File: config.mk
export PLATFORM = sky130hd
export DESIGN_NAME = tmp75_i2c_target_flat
export DESIGN_NICKNAME = d
export VERILOG_FILES = /design/src/rtl/tmp75_i2c_target_if.sv /design/src/rtl/tmp75_i2c_target.sv /design/src/flat_wrapper.sv
export SDC_FILE = /design/constraint.sdc
export NUM_CORES = 1
export LEC_CHECK = 0
export BUFFER_PORTS_ARGS = -buffer_cell sky130_fd_sc_hd__buf_2
export CORE_MARGIN = 2
export CORE_UTILIZATION = 25
export CTS_CLUSTER_DIAMETER = 30
export DETAILED_ROUTE_END_ITERATION = 8
export MAX_ROUTING_LAYER = met4
export PLACE_DENSITY = 0.48
export SETUP_SLACK_MARGIN = 0.15
export SLEW_MARGIN = 20
export SYNTH_ARGS = -nofsm -noshare
export SYNTH_HDL_FRONTEND = slang
export SYNTH_SLANG_ARGS = --single-unit
File: constraint.sdc
create_clock -name clk -period 2.73 [get_ports clk]
set_clock_uncertainty 0.05 [all_clocks]
set_input_delay 0.546 -clock clk [delete_from_list [all_inputs] [get_ports clk]]
set_output_delay 0.546 -clock clk [all_outputs]
set_load 0.03 [all_outputs]
File: src/rtl/tmp75_i2c_target_if.sv
// Open-drain I2C bus seen by the TMP75 target: sampled SCL/SDA plus the SDA pull-down enable.
interface tmp75_i2c_target_if;
    logic scl_in;
    logic sda_in;
    logic sda_oe;

    modport master (output scl_in, output sda_in, input sda_oe);
    modport slave  (input scl_in, input sda_in, output sda_oe);
endinterface

File: src/rtl/tmp75_i2c_target.sv
// I2C target emulating a TMP75: pointer write, 2-byte temperature read, config register read/write.
module tmp75_i2c_target #(
    parameter logic [6:0] DEV_ADDR    = 7'b1001000,
    parameter int unsigned SYNC_STAGES = 2,
    parameter logic [7:0] CFG_RST     = 8'h00
) (
    input  logic                clk,
    input  logic                rst,
    tmp75_i2c_target_if.slave   bus,
    input  logic [11:0]         temp_in,
    output logic [7:0]          cfg_reg,
    output logic [1:0]          ptr_reg,
    output logic                rd_done
);

    typedef enum logic [3:0] {
        S_IDLE, S_ADDR, S_ADDR_ACK, S_PTR, S_PTR_ACK,
        S_WDATA, S_WDATA_ACK, S_RDATA, S_MACK, S_WAIT
    } state_t;

    state_t                 state;
    logic [SYNC_STAGES-1:0] scl_sync, sda_sync;
    logic                   scl_d, sda_d;
    logic [SYNC_STAGES:0]   vld;
    logic                   scl_s, sda_s, ev_en;
    logic                   scl_rise, scl_fall, start_ev, stop_ev;
    logic                   sda_oe_r, rw, byte_idx, mack_ok;
    logic [3:0]             bit_cnt;
    logic [7:0]             sh, tx, first_byte, next_byte;
    logic [11:0]            snap;

    function automatic logic [7:0] rd_byte(input logic [1:0] p, input logic idx,
                                           input logic [11:0] t, input logic [7:0] c);
        case (p)
            2'd0:    return idx ? {t[3:0], 4'h0} : t[11:4];
            2'd1:    return c;
            default: return 8'h00;
        endcase
    endfunction

    // Synchronisers reset to the idle-bus level; vld masks events until the history flop holds real samples.
    always_ff @(posedge clk or posedge rst) begin
        if (rst) begin
            scl_sync <= '1;
            sda_sync <= '1;
            scl_d    <= 1'b1;
            sda_d    <= 1'b1;
            vld      <= '0;
        end else begin
            scl_sync <= {scl_sync[SYNC_STAGES-2:0], bus.scl_in};
            sda_sync <= {sda_sync[SYNC_STAGES-2:0], bus.sda_in};
            scl_d    <= scl_sync[SYNC_STAGES-1];
            sda_d    <= sda_sync[SYNC_STAGES-1];
            vld      <= {vld[SYNC_STAGES-1:0], 1'b1};
        end
    end

    always_comb begin
        scl_s      = scl_sync[SYNC_STAGES-1];
        sda_s      = sda_sync[SYNC_STAGES-1];
        ev_en      = vld[SYNC_STAGES];
        scl_rise   = ev_en & scl_s & ~scl_d;
        scl_fall   = ev_en & ~scl_s & scl_d;
        start_ev   = ev_en & scl_s & scl_d & sda_d & ~sda_s;
        stop_ev    = ev_en & scl_s & scl_d & ~sda_d & sda_s;
        first_byte = rd_byte(ptr_reg, 1'b0, temp_in, cfg_reg);
        next_byte  = rd_byte(ptr_reg, byte_idx, snap, cfg_reg);
    end

    assign bus.sda_oe = sda_oe_r;

    always_ff @(posedge clk or posedge rst) begin
        if (rst) begin
            state    <= S_IDLE;
            sda_oe_r <= 1'b0;
            cfg_reg  <= CFG_RST;
            ptr_reg  <= 2'd0;
            rd_done  <= 1'b0;
            snap     <= '0;
            sh       <= '0;
            tx       <= '0;
            bit_cnt  <= '0;
            rw       <= 1'b0;
            byte_idx <= 1'b0;
            mack_ok  <= 1'b0;
        end else begin
            rd_done <= 1'b0;
            if (stop_ev) begin
                state    <= S_IDLE;
                sda_oe_r <= 1'b0;
            end else if (start_ev) begin
                state    <= S_ADDR;
                bit_cnt  <= '0;
                sda_oe_r <= 1'b0;
            end else begin
                if (scl_rise && (state == S_ADDR || state == S_PTR || state == S_WDATA)) begin
                    sh      <= {sh[6:0], sda_s};
                    bit_cnt <= bit_cnt + 4'd1;
                end
                case (state)
                    S_ADDR: if (scl_fall && bit_cnt == 4'd8) begin
                        if (sh[7:1] == DEV_ADDR) begin
                            sda_oe_r <= 1'b1;
                            rw       <= sh[0];
                            state    <= S_ADDR_ACK;
                        end else begin
                            state    <= S_WAIT;
                        end
                    end
                    S_ADDR_ACK: if (scl_fall) begin
                        if (!rw) begin
                            sda_oe_r <= 1'b0;
                            bit_cnt  <= '0;
                            state    <= S_PTR;
                        end else begin
                            snap     <= temp_in;
                            byte_idx <= 1'b0;
                            sda_oe_r <= ~first_byte[7];
                            tx       <= {first_byte[6:0], 1'b0};
                            bit_cnt  <= 4'd1;
                            state    <= S_RDATA;
                        end
                    end
                    S_PTR: if (scl_fall && bit_cnt == 4'd8) begin
                        ptr_reg  <= sh[1:0];
                        sda_oe_r <= 1'b1;
                        state    <= S_PTR_ACK;
                    end
                    S_WDATA: if (scl_fall && bit_cnt == 4'd8) begin
                        if (ptr_reg == 2'd1) cfg_reg <= sh;
                        sda_oe_r <= 1'b1;
                        state    <= S_WDATA_ACK;
                    end
                    S_PTR_ACK, S_WDATA_ACK: if (scl_fall) begin
                        sda_oe_r <= 1'b0;
                        bit_cnt  <= '0;
                        state    <= S_WDATA;
                    end
                    S_RDATA: if (scl_fall) begin
                        if (bit_cnt == 4'd8) begin
                            sda_oe_r <= 1'b0;
                            mack_ok  <= 1'b0;
                            state    <= S_MACK;
                        end else begin
                            sda_oe_r <= ~tx[7];
                            tx       <= {tx[6:0], 1'b0};
                            bit_cnt  <= bit_cnt + 4'd1;
                        end
                    end
                    S_MACK: begin
                        if (scl_rise) begin
                            if (ptr_reg == 2'd0 && byte_idx) rd_done <= 1'b1;
                            if (!sda_s) begin
                                mack_ok  <= 1'b1;
                                byte_idx <= ~byte_idx;
                            end else begin
                                state    <= S_WAIT;
                            end
                        end else if (scl_fall && mack_ok) begin
                            sda_oe_r <= ~next_byte[7];
                            tx       <= {next_byte[6:0], 1'b0};
                            bit_cnt  <= 4'd1;
                            state    <= S_RDATA;
                        end
                    end
                    default: sda_oe_r <= 1'b0;
                endcase
            end
        end
    end

endmodule
File: src/flat_wrapper.sv
// flat-port wrapper written by rule: the top's interface ports become plain ports
module tmp75_i2c_target_flat 
#(
    parameter logic [6:0] DEV_ADDR    = 7'b1001000,
    parameter int unsigned SYNC_STAGES = 2,
    parameter logic [7:0] CFG_RST     = 8'h00
)
  (clk, rst, temp_in, cfg_reg, ptr_reg, rd_done, bus_scl_in, bus_sda_in, bus_sda_oe);
  tmp75_i2c_target_if bus_i ();
  input  logic clk;
  input  logic rst;
  input  logic [11:0] temp_in;
  output logic [7:0] cfg_reg;
  output logic [1:0] ptr_reg;
  output logic rd_done;
  input wire logic [$bits(bus_i.scl_in)-1:0] bus_scl_in;
  input wire logic [$bits(bus_i.sda_in)-1:0] bus_sda_in;
  output wire logic [$bits(bus_i.sda_oe)-1:0] bus_sda_oe;
  assign bus_i.scl_in = bus_scl_in;
  assign bus_i.sda_in = bus_sda_in;
  assign bus_sda_oe = bus_i.sda_oe;
  tmp75_i2c_target #(.DEV_ADDR(DEV_ADDR), .SYNC_STAGES(SYNC_STAGES), .CFG_RST(CFG_RST)) u_core (.clk(clk), .rst(rst), .bus(bus_i), .temp_in(temp_in), .cfg_reg(cfg_reg), .ptr_reg(ptr_reg), .rd_done(rd_done));
endmodule
==> flow_metrics.env <==
export IMPL_final_core_util_pct=30.9
export IMPL_path_clk_slew_ns=0.05
export IMPL_grt_ovfl_total=0
export IMPL_grt_max_degree=34
export IMPL_vias_per_cell=5.08
export IMPL_firstDrtPassIters=5
export IMPL_worstMarginPinSlew_ns=0.613
export IMPL_synth_edff_count=0
export IMPL_yosys_register_bits=59
export IMPL_drt_initial_drc_count=183
export IMPL_status="complete, no violations"
export IMPL_drc=0
export IMPL_synth_top_cell_area_share_pct=43.2
export IMPL_drv_slew=0
export IMPL_post_cts_resize_count=0
export IMPL_required_ns=2.88
export IMPL_dp_hpwl_um=5490
export IMPL_slew_headroom_pct=59.1
export IMPL_cts_htree_levels=3
export IMPL_syn_to_final_growth_pct=21.0
export IMPL_syn_inst=283
export IMPL_largest_reg_flops=12
export IMPL_ir_drop_mv=0.338
export IMPL_cp_start_kind="flop"
export IMPL_worstSetupPathType="flop to flop"
export IMPL_diodes=0
export IMPL_hold_path_class="input pin to asynchronous set/reset pin"
export IMPL_ys_top_cells_by_area="dfrtp_1 (43%), mux2_2 (13%), dfstp_2 (5.1%), nand2_1 (3.2%), o21ai_0 (2.9%)"
export IMPL_met1_usage_pct=18.7
export IMPL_busiest_layer="met1"
export IMPL_final_common_cell="dfrtp_1"
export IMPL_clk_path_buf_depth=2
export IMPL_seq_area_frac_synth_pct=48.3
export IMPL_ys_warn_count=0
export IMPL_hold_violations=0
export IMPL_maxCapViolations=0
export IMPL_io_pins=28
export IMPL_wl_per_cell_um=16.4
export IMPL_fmax_mhz=438
export IMPL_crit_path_max_fanout=16
export IMPL_synthArstFlopShare_pct=100
export IMPL_fin_hold_ws_ns=0.248
export IMPL_dominantRegCellSynth="dfrtp_1"
export IMPL_post_route_period_util_pct=83.6
export IMPL_numCtsBuffers=9
export IMPL_cts_tree="built"
export IMPL_track_usage_pct=13.1
export IMPL_start_util_pct=25.6
export IMPL_nNetsFinal=334
export IMPL_die_w_um=115
export IMPL_ctsHoldBuffers=0
export IMPL_yosysUniqueCellTypes=58
export IMPL_grt_setup_unrepaired="false"
export IMPL_antenna_found_initial=0
export IMPL_grt_pass1_wl_um=12900
export IMPL_core_um2=12000
export IMPL_critPathArrivalTime_ns=2.43
export IMPL_synthesis_area_um2=3070
export IMPL_clockRootBuffer="clkbuf_16"
export IMPL_setup_tns_ns=0
export IMPL_cts_setup_buffers=0
export IMPL_die_h_um=115
export IMPL_avgSynthCellArea_um2=10.8
export IMPL_grtUsageMet2_pct=17.9
export IMPL_gp_congestion=0.857
export IMPL_setup_violations=0
export IMPL_wirelength_um=7680
export IMPL_cts_sinks=59
export IMPL_worstSkewPairLatency_ns=0.32
export IMPL_vias=2377
export IMPL_portBuffers=27
export IMPL_grt_pass1_vias=2312
export IMPL_layout_min_cycle_time_ns=2.28
export IMPL_rows=40
export IMPL_final_antenna_net_count=0
export IMPL_gr_usage_met3_pct=2.95
export IMPL_powerDensity_nw_per_um2=838
export IMPL_synth_nets=301
export IMPL_die_area_um2=13200
export IMPL_final_cell_mix="dfrtp_1 (53), mux2_2 (36), buf_2 (27)"
export IMPL_p_leak_nw=1.66
export IMPL_cp_end_kind="flop"
export IMPL_synth_top_cell_by_area="dfrtp_1"
export IMPL_drive_gt1_share_pct=30.2
[final timing paths]
| check | startpoint | depth (start not counted) | endpoint | slack, ns |
|---|---|---|---|---|
| worst max-delay path | u_core.state[1] | 5 | u_core.bit_cnt[2] | 0.45 |
| worst min-delay path | rst | 2 | u_core.vld[0] | 0.25 |
| worst max register to register | u_core.state[1] | 5 | u_core.bit_cnt[2] | 0.45 |
| worst min register to register | u_core.vld[1] | 0 | u_core.vld[2] | 0.29 |
| max in group asynchronous | rst | 3 | u_core.ptr_reg[0] | 1.78 |
| min in group clk | bus_sda_in | 1 | u_core.sda_sync[0] | 0.27 |
[where the power goes]
group          leakage, nW  switching [W]  internal [W]  total, W
sequential           0.723       0.000171       0.00101   0.00118
clock                0.157       0.000389      0.000824   0.00121
combinational        0.778       0.000375      0.000342  0.000717
total                 1.66       0.000936       0.00218   0.00311
[Yosys cell counts (2+ instances only)]
cell type	count
a221oi_1	7
nor3_1	3
dfstp_2	6
a211oi_1	2
o21ai_0	18
nand2_1	26
or3_1	2
dfrtp_1	53
a32o_1	3
o211ai_1	2
nor2b_1	6
mux2i_1	3
clkbuf_1	5
a21oi_1	14
nand4_1	2
nand3b_1	5
buf_2	5
nand2b_1	6
nor2_1	13
and3b_1	6
a21boi_0	2
a31oi_1	3
o21bai_1	3
and3_1	4
ha_1	2
nand4b_1	3
o22ai_1	2
o31ai_1	2
mux2_2	36
a22oi_1	2
nand3_1	5
o311a_1	2
inv_1	5
[per-stage QoR]
step | cell area [um2] | total power, W | worst slack (ns) | cells
finish | 3720 | 0.00311 | 0.449 | 468
global route | 3720 | 0.00331 | 0.330 | 468
CTS | 3720 | 0.00315 | 0.470 | 468
detailed placement | 3400 | 0.00191 | 0.473 | 452
global placement | 3400 | 0.00190 | 0.520 | 452
floorplan | 3070 | 0.00171 | 0.688 | 283
[final cells by class]
cell class | instances | area [um2]
Fill cell | 1249 | 8300
Timing Repair Buffer | 34 | 200
Multi-Input combinational cell | 207 | 1510
Clock inverter | 4 | 73.8
Tap cell | 147 | 184
Inverter | 5 | 18.8
Clock buffer | 12 | 246
Sequential cell | 59 | 1480
[routing by layer]
layer  wire (um)  vias to the layer above  share of wire (%)
met1        3850                     1184                 50
met5           0                        -                  0
met3         362                        7                4.7
met4         101                        0                1.3
met2        3370                       66                 44
li1            -                     1120                  -
[cells by family after synthesis]
kind of cell,after synthesis,share of synthesized area [%]
buffers and inverters,17,2.53
adder cells (fa/ha/maj),2,0.815
multiplexers,40,14.5
other,1,0.122
AND/OR/NAND/NOR,90,17.1
XOR/XNOR,2,0.571
flip-flops,59,48.3
AO/OA/AOI/OAI,72,16.0
[worst max-delay path: stages (launching register included)]
cell	delay, ns
dfrtp_1	0.55
or4b_4	0.70
o311ai_2	0.15
nor3b_2	0.27
nor2_1	0.10
a221o_1	0.34
Note: power is estimated with default switching activity, not from simulation.
